<file path="config.mk">
export PLATFORM = sky130hd
export DESIGN_NAME = vec_load_store_unit_flat
export DESIGN_NICKNAME = d
export VERILOG_FILES = /design/src/rtl/vec_load_store_unit_if.sv /design/src/rtl/vec_load_store_unit.sv /design/src/flat_wrapper.sv
export SDC_FILE = /design/constraint.sdc
export NUM_CORES = 1
export LEC_CHECK = 0
export CORE_MARGIN = 10
export CORE_UTILIZATION = 56
export CTS_CLUSTER_SIZE = 30
export DETAILED_ROUTE_END_ITERATION = 6
export MAX_ROUTING_LAYER = met4
export PLACE_DENSITY = 0.86
export SYNTH_ARGS = -nofsm -noshare
export SYNTH_HDL_FRONTEND = slang
export SYNTH_SLANG_ARGS = --single-unit
export TNS_END_PERCENT = 1
</file>
<file path="constraint.sdc">
create_clock -name clk -period 9.5 [get_ports clk]
set_input_delay 1.9 -clock clk [delete_from_list [all_inputs] [get_ports clk]]
set_output_delay 1.9 -clock clk [all_outputs]
set_load 0.02 [all_outputs]
</file>
<file path="src/rtl/vec_load_store_unit_if.sv">
// Execution-stage request, memory fabric and register-file signals of the
// vector load/store unit. master = the unit, slave = its environment.
interface vec_load_store_unit_if #(
  parameter int ADDR_W   = 32,
  parameter int DATA_W   = 64,
  parameter int NUM_VREG = 32,
  parameter int MAX_VL   = 64
);
  localparam int VREG_W = $clog2(NUM_VREG);
  localparam int IDX_W  = $clog2(MAX_VL);
  localparam int LEN_W  = IDX_W + 1;

  // execution stage request
  logic              req_vld;
  logic              req_store;
  logic [VREG_W-1:0] req_vreg;
  logic [ADDR_W-1:0] req_base;
  logic [ADDR_W-1:0] req_stride;
  logic [LEN_W-1:0]  req_len;
  logic              busy;
  logic              done;

  // memory fabric
  logic              mem_req_vld;
  logic              mem_req_we;
  logic [ADDR_W-1:0] mem_req_addr;
  logic [DATA_W-1:0] mem_req_wdata;
  logic              mem_req_grant;
  logic              mem_rsp_vld;
  logic [DATA_W-1:0] mem_rsp_data;

  // vector register file
  logic              reg_rd_req;
  logic [VREG_W-1:0] reg_rd_vreg;
  logic [IDX_W-1:0]  reg_rd_idx;
  logic              reg_rd_grant;
  logic              reg_rd_vld;
  logic [DATA_W-1:0] reg_rd_data;
  logic              reg_wr_vld;
  logic [VREG_W-1:0] reg_wr_vreg;
  logic [IDX_W-1:0]  reg_wr_idx;
  logic [DATA_W-1:0] reg_wr_data;
  logic              reg_wr_grant;

  modport master (
    input  req_vld, req_store, req_vreg, req_base, req_stride, req_len,
    output busy, done,
    output mem_req_vld, mem_req_we, mem_req_addr, mem_req_wdata,
    input  mem_req_grant, mem_rsp_vld, mem_rsp_data,
    output reg_rd_req, reg_rd_vreg, reg_rd_idx,
    input  reg_rd_grant, reg_rd_vld, reg_rd_data,
    output reg_wr_vld, reg_wr_vreg, reg_wr_idx, reg_wr_data,
    input  reg_wr_grant
  );

  modport slave (
    output req_vld, req_store, req_vreg, req_base, req_stride, req_len,
    input  busy, done,
    input  mem_req_vld, mem_req_we, mem_req_addr, mem_req_wdata,
    output mem_req_grant, mem_rsp_vld, mem_rsp_data,
    input  reg_rd_req, reg_rd_vreg, reg_rd_idx,
    output reg_rd_grant, reg_rd_vld, reg_rd_data,
    input  reg_wr_vld, reg_wr_vreg, reg_wr_idx, reg_wr_data,
    output reg_wr_grant
  );
endinterface

</file>
<file path="src/rtl/vec_load_store_unit.sv">
// Vector load/store unit: expands a strided vector request into per-element
// memory accesses. Loads stream through a small response FIFO into the
// register file; stores move one element at a time register -> memory.
module vec_load_store_unit #(
  parameter int ADDR_W   = 32,
  parameter int DATA_W   = 64,
  parameter int NUM_VREG = 32,
  parameter int MAX_VL   = 64,
  parameter int MAX_OUT  = 4
) (
  input  logic                  clk,
  input  logic                  reset,
  vec_load_store_unit_if.master bus
);
  localparam int VREG_W = $clog2(NUM_VREG);
  localparam int IDX_W  = $clog2(MAX_VL);
  localparam int LEN_W  = IDX_W + 1;
  localparam int CNT_W  = $clog2(MAX_OUT + 1);
  localparam int PTR_W  = (MAX_OUT > 1) ? $clog2(MAX_OUT) : 1;

  localparam logic [LEN_W-1:0] MAX_VL_C  = LEN_W'(MAX_VL);
  localparam logic [CNT_W:0]   MAX_OUT_C = (CNT_W + 1)'(MAX_OUT);
  localparam logic [PTR_W-1:0] PTR_LAST  = PTR_W'(MAX_OUT - 1);

  typedef enum logic [2:0] {IDLE, LD_RUN, ST_RD, ST_RDW, ST_WR} state_t;

  state_t            state_q, state_d;
  logic [VREG_W-1:0] vreg_q, vreg_d;
  logic [ADDR_W-1:0] addr_q, addr_d;
  logic [ADDR_W-1:0] stride_q, stride_d;
  logic [LEN_W-1:0]  len_q, len_d;
  logic [LEN_W-1:0]  issue_idx_q, issue_idx_d;
  logic [LEN_W-1:0]  wr_idx_q, wr_idx_d;
  logic [LEN_W-1:0]  st_idx_q, st_idx_d;
  logic [CNT_W-1:0]  outstanding_q, outstanding_d;
  logic [CNT_W-1:0]  fifo_count_q, fifo_count_d;
  logic [PTR_W-1:0]  fifo_head_q, fifo_head_d;
  logic [PTR_W-1:0]  fifo_tail_q, fifo_tail_d;
  logic [DATA_W-1:0] st_data_q, st_data_d;
  logic              done_q, done_d;

  logic [DATA_W-1:0] fifo_mem [MAX_OUT];

  logic [LEN_W-1:0]  req_len_clamped;
  logic [CNT_W:0]    inflight;
  logic              mem_vld, mem_we, rd_req, wr_vld;
  logic              mem_fire, fifo_push, fifo_pop;

  function automatic logic [PTR_W-1:0] ptr_inc(input logic [PTR_W-1:0] p);
    return (p == PTR_LAST) ? '0 : p + PTR_W'(1);
  endfunction

  // Handshake decode: which requests are offered this cycle and which complete.
  always_comb begin
    req_len_clamped = (bus.req_len > MAX_VL_C) ? MAX_VL_C : bus.req_len;
    // Loads may only issue when a FIFO slot is guaranteed for the response.
    inflight = {1'b0, outstanding_q} + {1'b0, fifo_count_q};
    mem_vld  = 1'b0;
    mem_we   = 1'b0;
    rd_req   = 1'b0;
    unique case (state_q)
      LD_RUN: mem_vld = (issue_idx_q < len_q) && (inflight < MAX_OUT_C);
      ST_RD:  rd_req = 1'b1;
      ST_WR: begin
        mem_vld = 1'b1;
        mem_we  = 1'b1;
      end
      default: ;
    endcase
    wr_vld    = (state_q == LD_RUN) && (fifo_count_q != '0);
    mem_fire  = mem_vld && bus.mem_req_grant;
    // Responses outside a load, or with nothing outstanding, are dropped.
    fifo_push = (state_q == LD_RUN) && bus.mem_rsp_vld && (outstanding_q != '0);
    fifo_pop  = wr_vld && bus.reg_wr_grant;
  end

  // Next-state logic for the FSM, element counters and response FIFO pointers.
  always_comb begin
    state_d       = state_q;
    vreg_d        = vreg_q;
    addr_d        = addr_q;
    stride_d      = stride_q;
    len_d         = len_q;
    issue_idx_d   = issue_idx_q;
    wr_idx_d      = wr_idx_q;
    st_idx_d      = st_idx_q;
    outstanding_d = outstanding_q;
    fifo_count_d  = fifo_count_q;
    fifo_head_d   = fifo_head_q;
    fifo_tail_d   = fifo_tail_q;
    st_data_d     = st_data_q;
    done_d        = 1'b0;

    if (fifo_push) fifo_tail_d = ptr_inc(fifo_tail_q);
    if (fifo_pop)  fifo_head_d = ptr_inc(fifo_head_q);
    if (fifo_push && !fifo_pop)      fifo_count_d = fifo_count_q + CNT_W'(1);
    else if (fifo_pop && !fifo_push) fifo_count_d = fifo_count_q - CNT_W'(1);

    unique case (state_q)
      IDLE: begin
        if (bus.req_vld) begin
          if (req_len_clamped == '0) begin
            // Empty request completes without ever raising busy.
            done_d = 1'b1;
          end else begin
            vreg_d        = bus.req_vreg;
            addr_d        = bus.req_base;
            stride_d      = bus.req_stride;
            len_d         = req_len_clamped;
            issue_idx_d   = '0;
            wr_idx_d      = '0;
            st_idx_d      = '0;
            outstanding_d = '0;
            state_d       = bus.req_store ? ST_RD : LD_RUN;
          end
        end
      end
      LD_RUN: begin
        if (mem_fire) begin
          issue_idx_d = issue_idx_q + LEN_W'(1);
          addr_d      = addr_q + stride_q;
        end
        if (mem_fire && !fifo_push)      outstanding_d = outstanding_q + CNT_W'(1);
        else if (fifo_push && !mem_fire) outstanding_d = outstanding_q - CNT_W'(1);
        if (fifo_pop) begin
          wr_idx_d = wr_idx_q + LEN_W'(1);
          if (wr_idx_q + LEN_W'(1) == len_q) begin
            state_d = IDLE;
            done_d  = 1'b1;
          end
        end
      end
      ST_RD: begin
        if (bus.reg_rd_grant) state_d = ST_RDW;
      end
      ST_RDW: begin
        if (bus.reg_rd_vld) begin
          st_data_d = bus.reg_rd_data;
          state_d   = ST_WR;
        end
      end
      ST_WR: begin
        if (mem_fire) begin
          st_idx_d = st_idx_q + LEN_W'(1);
          addr_d   = addr_q + stride_q;
          if (st_idx_q + LEN_W'(1) == len_q) begin
            state_d = IDLE;
            done_d  = 1'b1;
          end else begin
            state_d = ST_RD;
          end
        end
      end
      default: state_d = IDLE;
    endcase
  end

  // State registers; reset abandons any request, flushes the FIFO, no done.
  always_ff @(posedge clk) begin
    if (reset) begin
      state_q       <= IDLE;
      vreg_q        <= '0;
      addr_q        <= '0;
      stride_q      <= '0;
      len_q         <= '0;
      issue_idx_q   <= '0;
      wr_idx_q      <= '0;
      st_idx_q      <= '0;
      outstanding_q <= '0;
      fifo_count_q  <= '0;
      fifo_head_q   <= '0;
      fifo_tail_q   <= '0;
      st_data_q     <= '0;
      done_q        <= 1'b0;
    end else begin
      state_q       <= state_d;
      vreg_q        <= vreg_d;
      addr_q        <= addr_d;
      stride_q      <= stride_d;
      len_q         <= len_d;
      issue_idx_q   <= issue_idx_d;
      wr_idx_q      <= wr_idx_d;
      st_idx_q      <= st_idx_d;
      outstanding_q <= outstanding_d;
      fifo_count_q  <= fifo_count_d;
      fifo_head_q   <= fifo_head_d;
      fifo_tail_q   <= fifo_tail_d;
      st_data_q     <= st_data_d;
      done_q        <= done_d;
    end
  end

  // Response FIFO storage; contents are don't-care while the count is zero.
  always_ff @(posedge clk) begin
    if (fifo_push) fifo_mem[fifo_tail_q] <= bus.mem_rsp_data;
  end

  // Outputs: payload fields are held at zero whenever their valid is low.
  assign bus.busy          = (state_q != IDLE);
  assign bus.done          = done_q;
  assign bus.mem_req_vld   = mem_vld;
  assign bus.mem_req_we    = mem_we;
  assign bus.mem_req_addr  = mem_vld ? addr_q : '0;
  assign bus.mem_req_wdata = mem_we ? st_data_q : '0;
  assign bus.reg_rd_req    = rd_req;
  assign bus.reg_rd_vreg   = rd_req ? vreg_q : '0;
  assign bus.reg_rd_idx    = rd_req ? st_idx_q[IDX_W-1:0] : '0;
  assign bus.reg_wr_vld    = wr_vld;
  assign bus.reg_wr_vreg   = wr_vld ? vreg_q : '0;
  assign bus.reg_wr_idx    = wr_vld ? wr_idx_q[IDX_W-1:0] : '0;
  assign bus.reg_wr_data   = wr_vld ? fifo_mem[fifo_head_q] : '0;
endmodule

</file>
<file path="src/flat_wrapper.sv">
// flat-port wrapper written by rule: the top's interface ports become plain ports
module vec_load_store_unit_flat 
#(
  parameter int ADDR_W   = 32,
  parameter int DATA_W   = 64,
  parameter int NUM_VREG = 32,
  parameter int MAX_VL   = 64,
  parameter int MAX_OUT  = 4
)
  (clk, reset, bus_req_vld, bus_req_store, bus_req_vreg, bus_req_base, bus_req_stride, bus_req_len, bus_busy, bus_done, bus_mem_req_vld, bus_mem_req_we, bus_mem_req_addr, bus_mem_req_wdata, bus_mem_req_grant, bus_mem_rsp_vld, bus_mem_rsp_data, bus_reg_rd_req, bus_reg_rd_vreg, bus_reg_rd_idx, bus_reg_rd_grant, bus_reg_rd_vld, bus_reg_rd_data, bus_reg_wr_vld, bus_reg_wr_vreg, bus_reg_wr_idx, bus_reg_wr_data, bus_reg_wr_grant);
  vec_load_store_unit_if #(.ADDR_W(ADDR_W), .DATA_W(DATA_W), .NUM_VREG(NUM_VREG), .MAX_VL(MAX_VL)) bus_i ();
  input  logic clk;
  input  logic reset;
  input wire logic [$bits(bus_i.req_vld)-1:0] bus_req_vld;
  input wire logic [$bits(bus_i.req_store)-1:0] bus_req_store;
  input wire logic [$bits(bus_i.req_vreg)-1:0] bus_req_vreg;
  input wire logic [$bits(bus_i.req_base)-1:0] bus_req_base;
  input wire logic [$bits(bus_i.req_stride)-1:0] bus_req_stride;
  input wire logic [$bits(bus_i.req_len)-1:0] bus_req_len;
  output wire logic [$bits(bus_i.busy)-1:0] bus_busy;
  output wire logic [$bits(bus_i.done)-1:0] bus_done;
  output wire logic [$bits(bus_i.mem_req_vld)-1:0] bus_mem_req_vld;
  output wire logic [$bits(bus_i.mem_req_we)-1:0] bus_mem_req_we;
  output wire logic [$bits(bus_i.mem_req_addr)-1:0] bus_mem_req_addr;
  output wire logic [$bits(bus_i.mem_req_wdata)-1:0] bus_mem_req_wdata;
  input wire logic [$bits(bus_i.mem_req_grant)-1:0] bus_mem_req_grant;
  input wire logic [$bits(bus_i.mem_rsp_vld)-1:0] bus_mem_rsp_vld;
  input wire logic [$bits(bus_i.mem_rsp_data)-1:0] bus_mem_rsp_data;
  output wire logic [$bits(bus_i.reg_rd_req)-1:0] bus_reg_rd_req;
  output wire logic [$bits(bus_i.reg_rd_vreg)-1:0] bus_reg_rd_vreg;
  output wire logic [$bits(bus_i.reg_rd_idx)-1:0] bus_reg_rd_idx;
  input wire logic [$bits(bus_i.reg_rd_grant)-1:0] bus_reg_rd_grant;
  input wire logic [$bits(bus_i.reg_rd_vld)-1:0] bus_reg_rd_vld;
  input wire logic [$bits(bus_i.reg_rd_data)-1:0] bus_reg_rd_data;
  output wire logic [$bits(bus_i.reg_wr_vld)-1:0] bus_reg_wr_vld;
  output wire logic [$bits(bus_i.reg_wr_vreg)-1:0] bus_reg_wr_vreg;
  output wire logic [$bits(bus_i.reg_wr_idx)-1:0] bus_reg_wr_idx;
  output wire logic [$bits(bus_i.reg_wr_data)-1:0] bus_reg_wr_data;
  input wire logic [$bits(bus_i.reg_wr_grant)-1:0] bus_reg_wr_grant;
  assign bus_i.req_vld = bus_req_vld;
  assign bus_i.req_store = bus_req_store;
  assign bus_i.req_vreg = bus_req_vreg;
  assign bus_i.req_base = bus_req_base;
  assign bus_i.req_stride = bus_req_stride;
  assign bus_i.req_len = bus_req_len;
  assign bus_busy = bus_i.busy;
  assign bus_done = bus_i.done;
  assign bus_mem_req_vld = bus_i.mem_req_vld;
  assign bus_mem_req_we = bus_i.mem_req_we;
  assign bus_mem_req_addr = bus_i.mem_req_addr;
  assign bus_mem_req_wdata = bus_i.mem_req_wdata;
  assign bus_i.mem_req_grant = bus_mem_req_grant;
  assign bus_i.mem_rsp_vld = bus_mem_rsp_vld;
  assign bus_i.mem_rsp_data = bus_mem_rsp_data;
  assign bus_reg_rd_req = bus_i.reg_rd_req;
  assign bus_reg_rd_vreg = bus_i.reg_rd_vreg;
  assign bus_reg_rd_idx = bus_i.reg_rd_idx;
  assign bus_i.reg_rd_grant = bus_reg_rd_grant;
  assign bus_i.reg_rd_vld = bus_reg_rd_vld;
  assign bus_i.reg_rd_data = bus_reg_rd_data;
  assign bus_reg_wr_vld = bus_i.reg_wr_vld;
  assign bus_reg_wr_vreg = bus_i.reg_wr_vreg;
  assign bus_reg_wr_idx = bus_i.reg_wr_idx;
  assign bus_reg_wr_data = bus_i.reg_wr_data;
  assign bus_i.reg_wr_grant = bus_reg_wr_grant;
  vec_load_store_unit #(.ADDR_W(ADDR_W), .DATA_W(DATA_W), .NUM_VREG(NUM_VREG), .MAX_VL(MAX_VL), .MAX_OUT(MAX_OUT)) u_core (.clk(clk), .reset(reset), .bus(bus_i));
endmodule
</file>
==> results of run 1 <==
-- per-layer routing --
layer | track usage | vias up | wire length, um
met1 | 0.329 | 7171 | 22200
met5 | - | - | 0
met2 | 0.426 | 654 | 27600
li1 | - | 6809 | -
met4 | 0.0711 | 0 | 1290
met3 | 0.0676 | 86 | 5660
-- cells by family after synthesis --
group	Yosys count	share of synthesized area
AO/OA/AOI/OAI	316	0.101
XOR/XNOR	51	0.0229
AND/OR/NAND/NOR	653	0.163
adder cells (fa/ha/maj)	52	0.0345
buffers and inverters	126	0.0264
multiplexers	68	0.0759
flip-flops	433	0.576
-- where the power goes --
group | internal [mW] | switching (mW)
Clock | 1.00 | 0.746
Sequential | 2.05 | 0.0651
Combinational | 0.266 | 0.364
Total | 3.32 | 1.18
-- flip-flops by register name, indices dropped and copies added (netlist names), named ones only --
signal,count
u_core.len_q,7
u_core.state_q,3
u_core.st_idx_q,7
u_core.fifo_tail_q,2
u_core.fifo_head_q,2
u_core.st_data_q,64
u_core.issue_idx_q,7
u_core.addr_q,32
u_core.fifo_count_q,3
u_core.outstanding_q,3
u_core.vreg_q,5
u_core.fifo_mem,256
u_core.wr_idx_q,7
u_core.bus.done,1
u_core.stride_q,32
-- layout by cell type (no fill, tap or decap), types with 6 or more instances in the layout --
| cell type | n |
|---|---|
| a211oi_1 | 24 |
| a21o_1 | 23 |
| a21oi_1 | 172 |
| a311oi_1 | 7 |
| and2_1 | 185 |
| and2_2 | 6 |
| and3_1 | 12 |
| buf_4 | 16 |
| clkbuf_1 | 10 |
| clkbuf_16 | 45 |
| clkdlybuf4s50_1 | 399 |
| clkinv_1 | 8 |
| dfxtp_1 | 175 |
| edfxtp_1 | 256 |
| ha_1 | 49 |
| inv_1 | 24 |
| mux4_2 | 64 |
| nand2_1 | 261 |
| nand2b_1 | 9 |
| nand3_1 | 20 |
| nor2_1 | 92 |
| nor3_1 | 20 |
| nor3b_1 | 10 |
| o21ai_0 | 36 |
| or3_1 | 9 |
| xnor2_1 | 31 |
| xor2_1 | 20 |
-- cell type report --
class | count | area, um2
inverter | 24 | 90.1
multi-input combinational | 1140 | 7810
clock inverter | 23 | 258
sequential | 433 | 11200
tap | 455 | 569
clock buffer | 57 | 1190
antenna | 5 | 12.5
fill | 2305 | 9180
timing repair buffer | 415 | 4110
-- per-stage QoR --
| step | total power, mW | instance area (um2) |
|---|---|---|
| after floorplan | 2.52 | 19500 |
| after global placement | 2.76 | 23800 |
| after detailed placement | 2.77 | 23800 |
| after CTS | 4.52 | 25300 |
| after global routing | 4.65 | 25300 |
| final | 4.49 | 25300 |
-- worst max path at each step --
| stage | cells after the start | to | slack (ns) |
|---|---|---|---|
| detailed placement | 11 | u_core.addr_q[30] | 4.24 |
| finish | 10 | bus_mem_req_addr[8] | 3.78 |
| global placement | 11 | u_core.addr_q[30] | 4.29 |
| CTS | 10 | bus_mem_req_addr[2] | 3.75 |
| floorplan | 3 | u_core.fifo_mem[0][0] | 5.38 |
| global route | 10 | bus_mem_req_addr[2] | 3.53 |
-- critical path, delay by kind of cell (launching register included) --
family / cells / cell delay, ns
buffers and inverters: 3 / 1.38
adders and majority gates: 1 / 0.28
DFF: 1 / 0.41
AOI/OAI and AO/OA: 4 / 0.78
and+or+nand+nor: 2 / 0.38
==> results.md, run 1 <==
- Layout cell share with drive strength beyond 1: 0.0856
- Outcome: complete, no violations
- Max Slew Vio Count: 0
- Die area: between 40000 and 50000 um2
- Die Height: 207 um
- Seq/Total Area, Yosys: 0.576
- Distinct cells, synth: 75
- Critical Path AT: around 3.8 ns
- MaxCap Viol Count: 0
- CTS buffer count: 45
- Syn Nets: 1964
- H-tree depth: 2
- Final antenna-violating net count: 0
- Slowest cell on the critical path: clkdlybuf4s50_1
- Initial core utilization: 0.566
- Reg-to-reg slack, setup: around 5.4 ns
- Most frequent cell after synthesis: nand2_1
- WHS Endpoint: u_core.st_data_q[56]
- Final wirelength: around 57000 um
- Final Core Density: 0.734
- CTS tree: yes
- Via count: 14700
- Unrepaired setup endpoints after global routing: false
- Kind of critical path: reg2out
- Max Fclk: 175 MHz
- Crit start category: flip-flop
- Number of synthesized flops with an enable pin: 256
- Req. time, crit path: around 7.6 ns
- Worst hold start: u_core.st_data_q[56]
- Crit path from: u_core.len_q[1]
- Final Cycle Share: 0.602
- Global-route wire length before repair: 85200 um
- Period minus WS final: around 5.7 ns
- Post-CTS Setup Inserts: 0
- CP Capture Type: primary output
- Num ports: 401
- Final Wtd Congestion: about 0.93
- Hold Slack: 0.450 ns
- DR iter-0 viols: ~1100
- Row count: just under 70
- TNS Setup: 0 ns
- Core area: 34500 um2
- Initial antenna violation count: 6
- Hold Path Class: reg2reg
- CTS Hold Bufs: 0
- P per Cell Area: 178 nW/um2
- R2R depth: 13
- Synthesized instance count: approximately 1700
- Inst Count DP: 2467
- Clock latency on the worst-skew pair: 0.59 ns
- Relative slew slack: 0.278
- Buffer depth of the longest clock path: 3
- Hold Path Depth: 2
- Clock-pin slew on the worst setup and hold paths: about 0.060 ns
- Overall global routing resource usage: 0.265
- Seq cells post-synth: 433
- Synthesis Warnings: 0
- Synth top cells by count: nand2_1, edfxtp_1, and2_1, dfxtp_1, a21oi_1
- Overflow after GRT: 0
- Clock root buffer: clkbuf_16
- Post-Place Worst Slack: 4.24 ns
- Post-synth ARST share: 0
- Chip Width: ~210 um
- Area Growth Syn to Fin: 29.6%
- CP peak stage delay: 0.66 ns
- RR Endpoint: u_core.outstanding_q[1]
- Post-cts sizing count: 0
- VDD IR max: about 0.18 mV
- DR DRC count: 0
- Syn avg cell area: 11.5 um2
- Cell chain of the critical path: inv_1 -> ha_1 -> a21o_1 -> a21oi_1 -> o21ai_0 -> a21oi_1 -> nor2_1 -> inv_1 -> and2_1 -> clkdlybuf4s50_1
- Largest net degree at the start of global routing: 103
- Final cell count without fillers: 2552
- Input/output buffers: 400
- Clock Sink Count: roughly 430
- Routed vias/inst: 5.77
- First-pass DRT Iterations: 5
- WL per Instance: 22.2 um
- Cell taking the most area after synthesis: edfxtp_1
- Layout Skew: around 0.028 ns
- Final setup violation count: 0
- Fin worst setup slack: roughly 3.8 ns
- Number of global-route vias before repair: approximately 15000
- Mapped cell area: 19500 um2
- Worst-path fanout max: 33
- Largest cells by area after synthesis: edfxtp_1, dfxtp_1, mux4_2
- Leakage: 8.94 nW
- Final Hold Fails: 0
- Slew of the pin with the lowest slew margin: 1.08 ns
- Hpwl dp: 38000 um
- Synth Flop Type: edfxtp_1
- Layout Nets: 2324
- Area share of the largest cell type after synthesis: 0.394
- Reg2reg start: u_core.len_q[1]
Power figures use the tool's default switching activity.
==> run 2, diff against run 1 <==
--- a/config.mk
+++ b/config.mk
@@ -6,11 +6,11 @@
 export NUM_CORES = 1
 export LEC_CHECK = 0
 export CORE_MARGIN = 10
-export CORE_UTILIZATION = 56
+export CORE_UTILIZATION = 52
 export CTS_CLUSTER_SIZE = 30
 export DETAILED_ROUTE_END_ITERATION = 6
 export MAX_ROUTING_LAYER = met4
-export PLACE_DENSITY = 0.86
+export PLACE_DENSITY = 0.81
 export SYNTH_ARGS = -nofsm -noshare
 export SYNTH_HDL_FRONTEND = slang
 export SYNTH_SLANG_ARGS = --single-unit
==> constraint.sdc (replaced) <==
create_clock -name clk -period 5.4 [get_ports clk]
set_input_delay 1.08 -clock clk [delete_from_list [all_inputs] [get_ports clk]]
set_output_delay 1.08 -clock clk [all_outputs]
set_load 0.02 [all_outputs]
==> run 2 against run 1 <==
Compared with the run above:
- combinational power up 76%
- critical path depth stayed put
- hold slack got worse by 0.0017 ns
- worst setup slack worse by 3.1 ns
- via count fell by 0.99%
- clock power rose by 94%
- critical endpoint is now bus_mem_req_addr[17]
- largest power group unchanged
==> results.md, run 2 (synthesized netlist as in run 1, its figures left out) <==
- Core area: 36800 um2 (+6.8%)
- Final Core Density: 0.694 (-0.0399)
- Relative slew slack: 0.271 (-0.00664)
- Row count: 70 (+2.9%)
- Outcome: complete, no violations
- Max Slew Vio Count: 0 (unchanged)
- Unrepaired setup endpoints after global routing: false
- Crit start category: flip-flop
- Seq pwr share: 0.453 (-0.017)
- Routed vias/inst: 5.67 (-1.8%)
- Int Pwr: 6.14 mW (+85%)
- Most common cell after layout, fill and taps aside: clkdlybuf4s50_1
- Slew of the pin with the lowest slew margin: 1.09 ns (+0.00593 ns)
- Layout cell share with drive strength beyond 1: 0.0929 (+0.00734)
- Max reg flops: 256 (unchanged)
- Area Growth Syn to Fin: 30.8%
- Max Fclk: 211 MHz
- Post-CTS Setup Inserts: 0 (unchanged)
- Sw Share: 0.252 (-0.00941)
- Initial core utilization: 0.530 (-0.0358)
- Final wirelength: 55800 um (-1.6%)
- Overflow after GRT: 0 (unchanged)
- DR iter-0 viols: 1351 (+24%)
- VDD IR max: 0.308 mV (+70%)
- Largest net degree at the start of global routing: 86 (-17%)
- CTS buffer count: 45 (unchanged)
- Leakage: 9.06 nW (+1.3%)
- Hold Path Class: reg2reg
- Final antenna-violating net count: 0 (unchanged)
- R2R depth: 13 (unchanged)
- First-pass DRT Iterations: 5 (unchanged)
- Chip Width: 214 um (+3.4%)
- CTS tree: yes
- Final setup violation count: 0 (unchanged)
- Initial antenna violation count: 6 (unchanged)
- MaxCap Viol Count: 0 (unchanged)
- Global-route wire length before repair: 83600 um (-1.9%)
- Die area: 45700 um2 (+6.9%)
- Overall global routing resource usage: 0.244 (-0.0208)
- Clock-pin slew on the worst setup and hold paths: 0.06 ns (about the same)
- P per Cell Area: 322 nW/um2 (+81%)
- Input/output buffers: 400 (unchanged)
- Die Height: 214 um (+3.4%)
- Top reg by flops: u_core.fifo_mem
- Final Cycle Share: 0.879
- Worst-path fanout max: 33 (unchanged)
- Post-cts sizing count: 0 (unchanged)
- Clock latency on the worst-skew pair: 0.58 ns (about the same)
- Hpwl dp: 38700 um (+1.9%)
- Critical Path AT: 3.67 ns (-0.15 ns)
- DR DRC count: 0 (unchanged)
- Period minus WS final: 4.75 ns
- Layout Skew: 0.0167 ns (-0.0116 ns)
- Hold Path Depth: 2 (unchanged)
- TNS Setup: 0 ns (unchanged)
- Most frequent cells in the layout: clkdlybuf4s50_1, nand2_1, edfxtp_1, and2_1, dfxtp_1
- Comb pwr share: 0.135 (-0.005)
- Num ports: 401 (unchanged)
- CTS Hold Bufs: 0 (unchanged)
- H-tree depth: 2 (unchanged)
- Layout Nets: 2328 (+0.17%)
- CP Capture Type: primary output
- NetSw: 2.07 mW (+76%)
- Kind of critical path: reg2out
- Number of global-route vias before repair: 14400 (-1.6%)
- Clock Sink Count: 433 (unchanged)
- WL per Instance: 21.7 um (-2.3%)
- Via count: 14600 (-0.99%)
- Biggest regs: u_core.fifo_mem (256), u_core.st_data_q (64)
- Final Wtd Congestion: 0.957 (+2.7%)
- Final Hold Fails: 0 (unchanged)
- Buffer depth of the longest clock path: 3 (unchanged)
- Clock power share: 0.412 (+0.023)
- Req. time, crit path: 4.32 ns (-3.28 ns)
- Clock root buffer: clkbuf_16
run 2: cell count changes in the layout (fill, tap and decap cells not counted), sizes merged:
cell,change
clkinv,-2
inv,-1
bufinv,+5
buf,+4
clkinvlp,+1
run 2: through the flow:
step | hold WS [ns] | total power, mW | std cells | setup slack [ns] | instance area, um2
2_1_floorplan | 0.432 | 4.43 | 1699 | 2.10 | 19500
3_3_place_gp | 0.437 | 4.85 | 2484 | 1.31 | 23900
3_5_place_dp | 0.442 | 4.87 | 2484 | 1.20 | 23900
4_1_cts | 0.450 | 8.25 | 2567 | 0.624 | 25500
5_1_grt | 0.465 | 8.50 | 2572 | 0.341 | 25500
6_report | 0.448 | 8.21 | 2572 | 0.653 | 25500
run 2: worst max-delay path, cell delays in order, from the launching register on:
cell	delay, ns
dfxtp_1	0.41
inv_1	0.06
ha_1	0.27
a21o_1	0.16
a21oi_1	0.13
o21ai_0	0.10
a21oi_1	0.31
nor2_1	0.13
inv_1	0.65
and2_1	0.24
clkdlybuf4s50_1	0.61
run 2: layout make-up:
cell class / count / area (um2)
Antenna cell: 5 / 12.5
Clock inverter: 26 / 388
Sequential cell: 433 / 11200
Multi-Input combinational cell: 1140 / 7810
Fill cell: 2613 / 11300
Timing Repair Buffer: 419 / 4160
Tap cell: 468 / 586
Inverter: 24 / 90.1
Clock buffer: 57 / 1240
run 2: worst paths after layout:
kind,end,startpoint,slack [ns]
worst max register to register,u_core.outstanding_q[1],u_core.len_q[1],1.55
worst min-delay path,u_core.st_data_q[61],u_core.st_data_q[61],0.45
worst max-delay path,bus_mem_req_addr[17],u_core.len_q[1],0.65
worst min register to register,u_core.st_data_q[61],u_core.st_data_q[61],0.45
run 2: metal layers:
metal,vias to the layer above,GRT usage,wire length [um]
li1,6817,-,-
met1,7087,0.292,22100
met2,572,0.392,27100
met3,99,0.0701,5110
met4,0,0.0807,1450
met5,-,-,0
run 2: power groups by stage:
stage / Combinational [mW] / Sequential (mW) / Clock (mW)
after floorplan: 0.706 / 3.72 / 0
after global placement: 1.07 / 3.78 / 0
after detailed placement: 1.09 / 3.78 / 0
after CTS: 1.10 / 3.71 / 3.44
after global routing: 1.22 / 3.72 / 3.56
final: 1.11 / 3.72 / 3.39
